<file path="config.mk">
export PLATFORM = sky130hd
export DESIGN_NAME = regfile_dump_reader
export DESIGN_NICKNAME = d
export VERILOG_FILES = /design/src/rtl/regfile_dump_reader.sv
export SDC_FILE = /design/constraint.sdc
export NUM_CORES = 1
export LEC_CHECK = 0
export ABC_CLOCK_PERIOD_IN_PS = 1800
export BUFFER_PORTS_ARGS = -buffer_cell sky130_fd_sc_hd__buf_2
export CORE_MARGIN = 1.5
export CORE_UTILIZATION = 40
export DETAILED_ROUTE_END_ITERATION = 7
export PLACE_DENSITY = 0.8
export SLEW_MARGIN = 10
export SYNTH_ARGS = -nofsm -noshare
export SYNTH_HDL_FRONTEND = slang
export SYNTH_SLANG_ARGS = --single-unit
</file>
<file path="constraint.sdc">
create_clock -name CLK -period 1.8 [get_ports CLK]
set_input_delay 0.18 -clock CLK [delete_from_list [all_inputs] [get_ports CLK]]
set_output_delay 0.18 -clock CLK [all_outputs]
set_load 0.05 [all_outputs]
</file>
<file path="src/rtl/regfile_dump_reader.sv">
`timescale 1ns/1ps
// Walks the register file through its async read port and streams {addr, data, last} beats, then pulses DONE.
// Latency: START edge -> first beat valid two cycles later; one beat per two cycles with OUT_READY held high.
// Backpressure: OUT_READY low parks the beat in SEND with every output frozen. Build option REGDUMP_SKIP_ZERO_EN skips register 0.
module regfile_dump_reader #(
    parameter int ADDR_WIDTH = 5,
    parameter int DATA_WIDTH = 32
) (
    input  logic                  CLK,
    input  logic                  RST_N,
    input  logic                  START,
    output logic                  BUSY,
    output logic                  DONE,
    output logic [ADDR_WIDTH-1:0] RA,
    input  logic [DATA_WIDTH-1:0] RD,
    output logic                  OUT_VALID,
    input  logic                  OUT_READY,
    output logic [ADDR_WIDTH-1:0] OUT_ADDR,
    output logic [DATA_WIDTH-1:0] OUT_DATA,
    output logic                  OUT_LAST
);

    localparam logic [1:0] ST_IDLE  = 2'd0;
    localparam logic [1:0] ST_FETCH = 2'd1;
    localparam logic [1:0] ST_SEND  = 2'd2;

    localparam logic [ADDR_WIDTH-1:0] LAST_ADDR = '1;
`ifdef REGDUMP_SKIP_ZERO_EN
    // Register 0 is hardwired zero, so the dump starts at 1.
    localparam logic [ADDR_WIDTH-1:0] FIRST_ADDR = ADDR_WIDTH'(1);
`else
    localparam logic [ADDR_WIDTH-1:0] FIRST_ADDR = '0;
`endif

    typedef struct packed {
        logic [ADDR_WIDTH-1:0] addr;
        logic [DATA_WIDTH-1:0] dat;
        logic                  last;
    } beat_t;

    logic [1:0]            state_q;
    logic [1:0]            state_d;
    logic [ADDR_WIDTH-1:0] cnt_q;
    logic [ADDR_WIDTH-1:0] cnt_d;
    beat_t                 beat_q;
    logic                  busy_q;
    logic                  done_q;
    logic                  out_hsk;

    assign out_hsk = (state_q == ST_SEND) && OUT_READY;

    always_comb begin
        state_d = state_q;
        cnt_d   = cnt_q;
        case (state_q)
            ST_IDLE: begin
                if (START) begin
                    cnt_d   = FIRST_ADDR;
                    state_d = ST_FETCH;
                end
            end
            ST_FETCH: begin
                state_d = ST_SEND;
            end
            ST_SEND: begin
                if (out_hsk) begin
                    if (beat_q.last) begin
                        state_d = ST_IDLE;
                    end else begin
                        cnt_d   = cnt_q + ADDR_WIDTH'(1);
                        state_d = ST_FETCH;
                    end
                end
            end
            default: begin
                state_d = ST_IDLE;
            end
        endcase
    end

    always_ff @(posedge CLK or negedge RST_N) begin
        if (!RST_N) begin
            state_q <= ST_IDLE;
            cnt_q   <= '0;
        end else begin
            state_q <= state_d;
            cnt_q   <= cnt_d;
        end
    end

    // Each word is sampled in its own FETCH cycle, so later writes to unfetched entries show up.
    always_ff @(posedge CLK or negedge RST_N) begin
        if (!RST_N) begin
            beat_q <= '0;
        end else if (state_q == ST_FETCH) begin
            beat_q.addr <= cnt_q;
            beat_q.dat  <= RD;
            beat_q.last <= (cnt_q == LAST_ADDR);
        end
    end

    // BUSY rises together with the first valid beat and drops in the DONE cycle.
    always_ff @(posedge CLK or negedge RST_N) begin
        if (!RST_N) begin
            busy_q <= 1'b0;
            done_q <= 1'b0;
        end else begin
            done_q <= out_hsk && beat_q.last;
            if (out_hsk && beat_q.last) begin
                busy_q <= 1'b0;
            end else if (state_q == ST_FETCH) begin
                busy_q <= 1'b1;
            end
        end
    end

    assign RA        = cnt_q;
    assign BUSY      = busy_q;
    assign DONE      = done_q;
    assign OUT_VALID = (state_q == ST_SEND);
    assign OUT_ADDR  = beat_q.addr;
    assign OUT_DATA  = beat_q.dat;
    assign OUT_LAST  = beat_q.last;

endmodule

</file>
======== Word level (Yosys, flattened, before mapping) ========
Cells that the tools add are included.
word-level totals
  flip-flop bits (word level) ............. 47
  latch bits .............................. 0
  bits in writable memories ............... 0
  memory bits (read-only) ................. 0
  bits of input ports ..................... 36
  output and inout port bits .............. 46
  memories ................................ 0
cells by class
  add/subtract/negate cells ............... 1
  multiply operators ...................... 0
  div/mod/pow operators ................... 0
  order comparisons ....................... 0
  eq/ne operators ......................... 6
  shift operators ......................... 0
  multiplexer cells ....................... 10
  bitwise gates (word level) .............. 0
  reduce and logical (&&, ||, !) cells .... 7
operators with widths
  kind                                                    count
  two-way mux 5 bit                                       3
  case mux 5 bit (2 select lines)                         1
  case mux 2 bit (3 select lines)                         1
  adder 5 x 1 -> 5 bit (second input constant)            1
  == test 5 bit (second input constant)                   1
  two-way mux 2 bit                                       2
  inequality test 2 bit (second input constant)           2
  AND reduction 4 bit                                     1
  nonzero test 2 bit                                      2
  two-way mux 1 bit                                       3
  == test 2 x 1 -> 1 bit (second input constant)          1
  == test 2 bit (second input constant)                   1
  logical AND 1 bit                                       2
  logical NOT 2 bit                                       1
  inequality test 2 x 1 -> 1 bit (second input constant)  1
  AND reduction 2 bit                                     1

======== Logic depth before layout (Yosys ltp) ========
  depth after elaboration ................. 4
  depth in mapped cells ................... 6
  gate-level depth less buffers ........... 6

======== Worst setup path before layout ========
OpenSTA, ideal clock, no wires.
  kind .................................... flip-flop to flip-flop
  start point ............................. register cnt_q[0], in the netlist RA[0]
  end point ............................... register cnt_q[4], in the netlist RA[4]
  arrival ................................. 1.898 ns
  data required time ...................... 1.678 ns
  setup slack ............................. -0.219 ns
  cell stages (with the launch flop) ...... 7
  period minus slack after synthesis ...... 2.019 ns
  cell sequence ........................... dfrtp_1 -> ha_1 -> and3_1 -> ha_1 -> and2b_1 -> mux2_2 -> a32o_1
on the way
  word-level cells in the longest chain between the ends .. 4
RTL lines
  item                             RTL line  RTL
  start: declaration               43        logic [ADDR_WIDTH-1:0] cnt_q;
  start signal: assignment         87        cnt_q <= cnt_d;
  adder 5 x 1 -> 5 bit             70        cnt_d = cnt_q + ADDR_WIDTH'(1);
  two-way mux 5 bit                67        if (beat_q.last) begin
  two-way mux 5 bit                66        if (out_hsk) begin
  case mux 5 bit (2 select lines)  55        case (state_q)
No other way between the ends. The select of a mux whose other input is x is not followed.
A chain may end at the register's enable or synchronous reset.

======== Worst setup path after layout ========
Ends and elaborated chain as after synthesis.

==> results.py <==
metrics = {
    "outcome": {
        "status": "finished, final reports clean",
    },
    "yosys": {
        "synth.yosys.seq_area_share_pct": 63.4,
        "synth-edff-count": 0,
        "syn_avg_cell_area_um2": 15.0,
        "synth_ff_type": "dfrtp_1",
        "async_flop_share_pct": 100,
        "synth_fp_nets": 162,
        "ys_ff_latch": 47,
        "syn_inst": 124,
        "yosys.area.top_type": "dfrtp_1",
        "synth_cell_types": 22,
        "netlist.area_leader.share_pct": 63.4,
        "syn-cell-area_mm2": 0.00185,
        "yosys-top-cells-area": "dfrtp_1 63%, mux2_2 23%, ha_1 1.3%",
        "yosys_warnings": 0,
    },
    "clocking": {
        "cts_max_level": 2,
        "cts_inserted_buffers": 5,
        "cts_root_buf": "clkbuf_8",
        "cts.sinks": 47,
        "clk_path_buf_depth": 2,
        "cts_setup_buffers": 0,
        "clk_pin_slew_ns": 0.09,
        "cts_tree": "yes",
        "clock_latency_ns": 0.30,
    },
    "global_routing": {
        "grt_max_degree": 48,
        "grt_pass1_vias": 1307,
        "track_usage_pct": 15.2,
        "grt_pass1_wl_um": 6020,
        "antenna_found_initial": 0,
        "overflow": 0,
    },
    "setup_path": {
        "cp_max_fo": 6,
        "worstPathArrival_ns": 1.90,
        "start_kind": "register",
        "worstPathRequired_ns": 1.98,
        "slowest_stage": "dfrtp_2",
        "worstSetupPathType": "reg -> reg",
        "crit_chain": "ha_4, and3_4, ha_4, and2b_1, mux2_4, a32o_1",
        "max_stage_delay_ns": 0.46,
        "cp_common_cell": "ha_4",
        "end_kind": "register",
    },
    "floorplan": {
        "die_area_mm2": 0.00505,
        "io_pins": 82,
        "die_w_um": 71.1,
        "placementRows": 24,
        "initial_core_util_pct": 42.0,
        "core-area_mm2": 0.00441,
        "die_y_um": 71.1,
    },
    "sta": {
        "rsz0062_at_grt": "no",
        "period_share_pct": 95.4,
        "slew-limit-headroom_pct": 61.3,
        "final_hold_viol_count": 0,
        "worst_slack_ns": 0.0829,
        "setup_violations": 0,
        "tns_ns": 0,
        "tightest_slew_ns": 0.580,
        "fin_skew_ns": 0.0110,
        "min_period_ns": 1.72,
        "slew_viol_final": 0,
        "fmax_mhz": 582,
    },
    "finish": {
        "diodes": 0,
        "fin_area_mm2": 0.00249,
        "syn_to_final_growth_pct": 34.3,
        "nNetsFinal": 249,
        "drive_gt1_share_pct": 64.6,
    },
    "placement": {
        "gp_congestion": 0.815,
        "dpl_cell_area_mm2": 0.00237,
        "portBuffers": 81,
        "pre_cts_slack_ns": 0.0911,
        "dp_hpwl_um": 2620,
    },
    "job": {
        "drv_cap": 0,
    },
    "route": {
        "dr.pass1.iters": 4,
        "wl_per_cell_um": 13.5,
        "ant_nets": 0,
        "drt_iter0_markers": 67,
        "vias": 1299,
        "wirelength_um": 3560,
        "via_per_inst": 4.92,
        "drc": 0,
    },
    "hold_path": {
        "hold_path_class": "in -> reg",
    },
}
## Yosys cell counts, drive strengths merged (2+ instances only)
| cell type | instances |
|---|---|
| o21ai | 5 |
| inv | 3 |
| buf | 5 |
| ha | 2 |
| mux2 | 38 |
| nand3 | 4 |
| nand2b | 3 |
| a21oi | 2 |
| nand2 | 3 |
| dfrtp | 47 |
| and3 | 2 |
## cells by family (layout without fill, tap and decap cells)
| group | after synthesis | count (layout) | share of synthesized area [%] |
|---|---|---|---|
| fa+ha+maj | 2 | 2 | 1.35 |
| buf+inv | 8 | 96 | 2.09 |
| simple gates | 17 | 17 | 5.87 |
| compound gates | 11 | 11 | 3.64 |
| mux | 39 | 39 | 23.6 |
| flops | 47 | 47 | 63.4 |
## routing by layer
metal,global-route usage (%),share of wire (%),vias up
li1,-,-,619
met1,18.2,41,633
met2,25.6,51,42
met3,5.13,6.7,5
met4,5.66,1.5,0
met5,0,0,-
## registers in the layout (all words and copies together), names as in the netlist
signal and count:
RA 5, OUT_ADDR 5, OUT_LAST 1, state_q 2, OUT_DATA 32, DONE 1, BUSY 1
## worst max-delay path: cells and delay by family, from the launching register on
kind | cells | cell delay (ns)
AO/OA/AOI/OAI | 1 | 0.21
flip-flops | 1 | 0.46
AND/OR/NAND/NOR | 2 | 0.31
adder cells (fa/ha/maj) | 2 | 0.38
multiplexers | 1 | 0.25
## area by class of cell
class / count / area (um2)
fill: 380 / 1920
timing repair buffer: 85 / 450
clock buffer: 7 / 76.3
clock inverter: 1 / 30.0
sequential: 47 / 1180
tap: 52 / 65.1
inverter: 3 / 11.3
multi-input combinational: 69 / 676
## cells in the final DEF, fill, tap and decap left out, drive strengths merged
cell type / instances
buf: 84
dfrtp: 47
mux2: 38
clkbuf: 7
o21ai: 5
nand3: 4
inv: 3
nand2: 3
nand2b: 3
a21oi: 2
ha: 2
and3: 2
nand4bb: 1
and4bb: 1
mux2i: 1
a41oi: 1
a31oi: 1
nor2: 1
o211ai: 1
nand3b: 1
and2b: 1
a32o: 1
bufinv: 1
dlygate4sd3: 1
## worst paths after layout
check / startpoint / to / slack, ns / cells past startpoint
min in group asynchronous: RST_N / OUT_DATA[9]$_DFFE_PN0N_ / 0.50 / 3
max in group asynchronous: RST_N / RA[2]$_DFFE_PN0P_ / 0.86 / 3
worst max-delay path: RA[0]$_DFFE_PN0P_ / RA[4]$_DFFE_PN0P_ / 0.08 / 6
worst max register to register: RA[0]$_DFFE_PN0P_ / RA[4]$_DFFE_PN0P_ / 0.08 / 6
worst min register to register: OUT_ADDR[1]$_DFFE_PN0N_ / OUT_ADDR[1]$_DFFE_PN0N_ / 0.49 / 2
worst min-delay path: RD[7] / OUT_DATA[7]$_DFFE_PN0N_ / 0.10 / 2
## metrics by stage
step | instances | hold WS, ns | util (%)
final | 264 | 0.104 | 56.4
after detailed placement | 255 | 0.315 | 53.8
after global routing | 264 | 0.0934 | 56.4
after CTS | 264 | 0.0952 | 56.4
after global placement | 255 | 0.304 | 53.8
after floorplan | 124 | -0.116 | -
## what timing repair did
item	CTS	global route
hold buffers	1	0
gates resized for setup	0	0
endpoints found under the hold margin	30	0
Power is left out: the tool's default activity adds up to more than one toggle a clock period on the data nets, which glitch-free logic cannot reach.
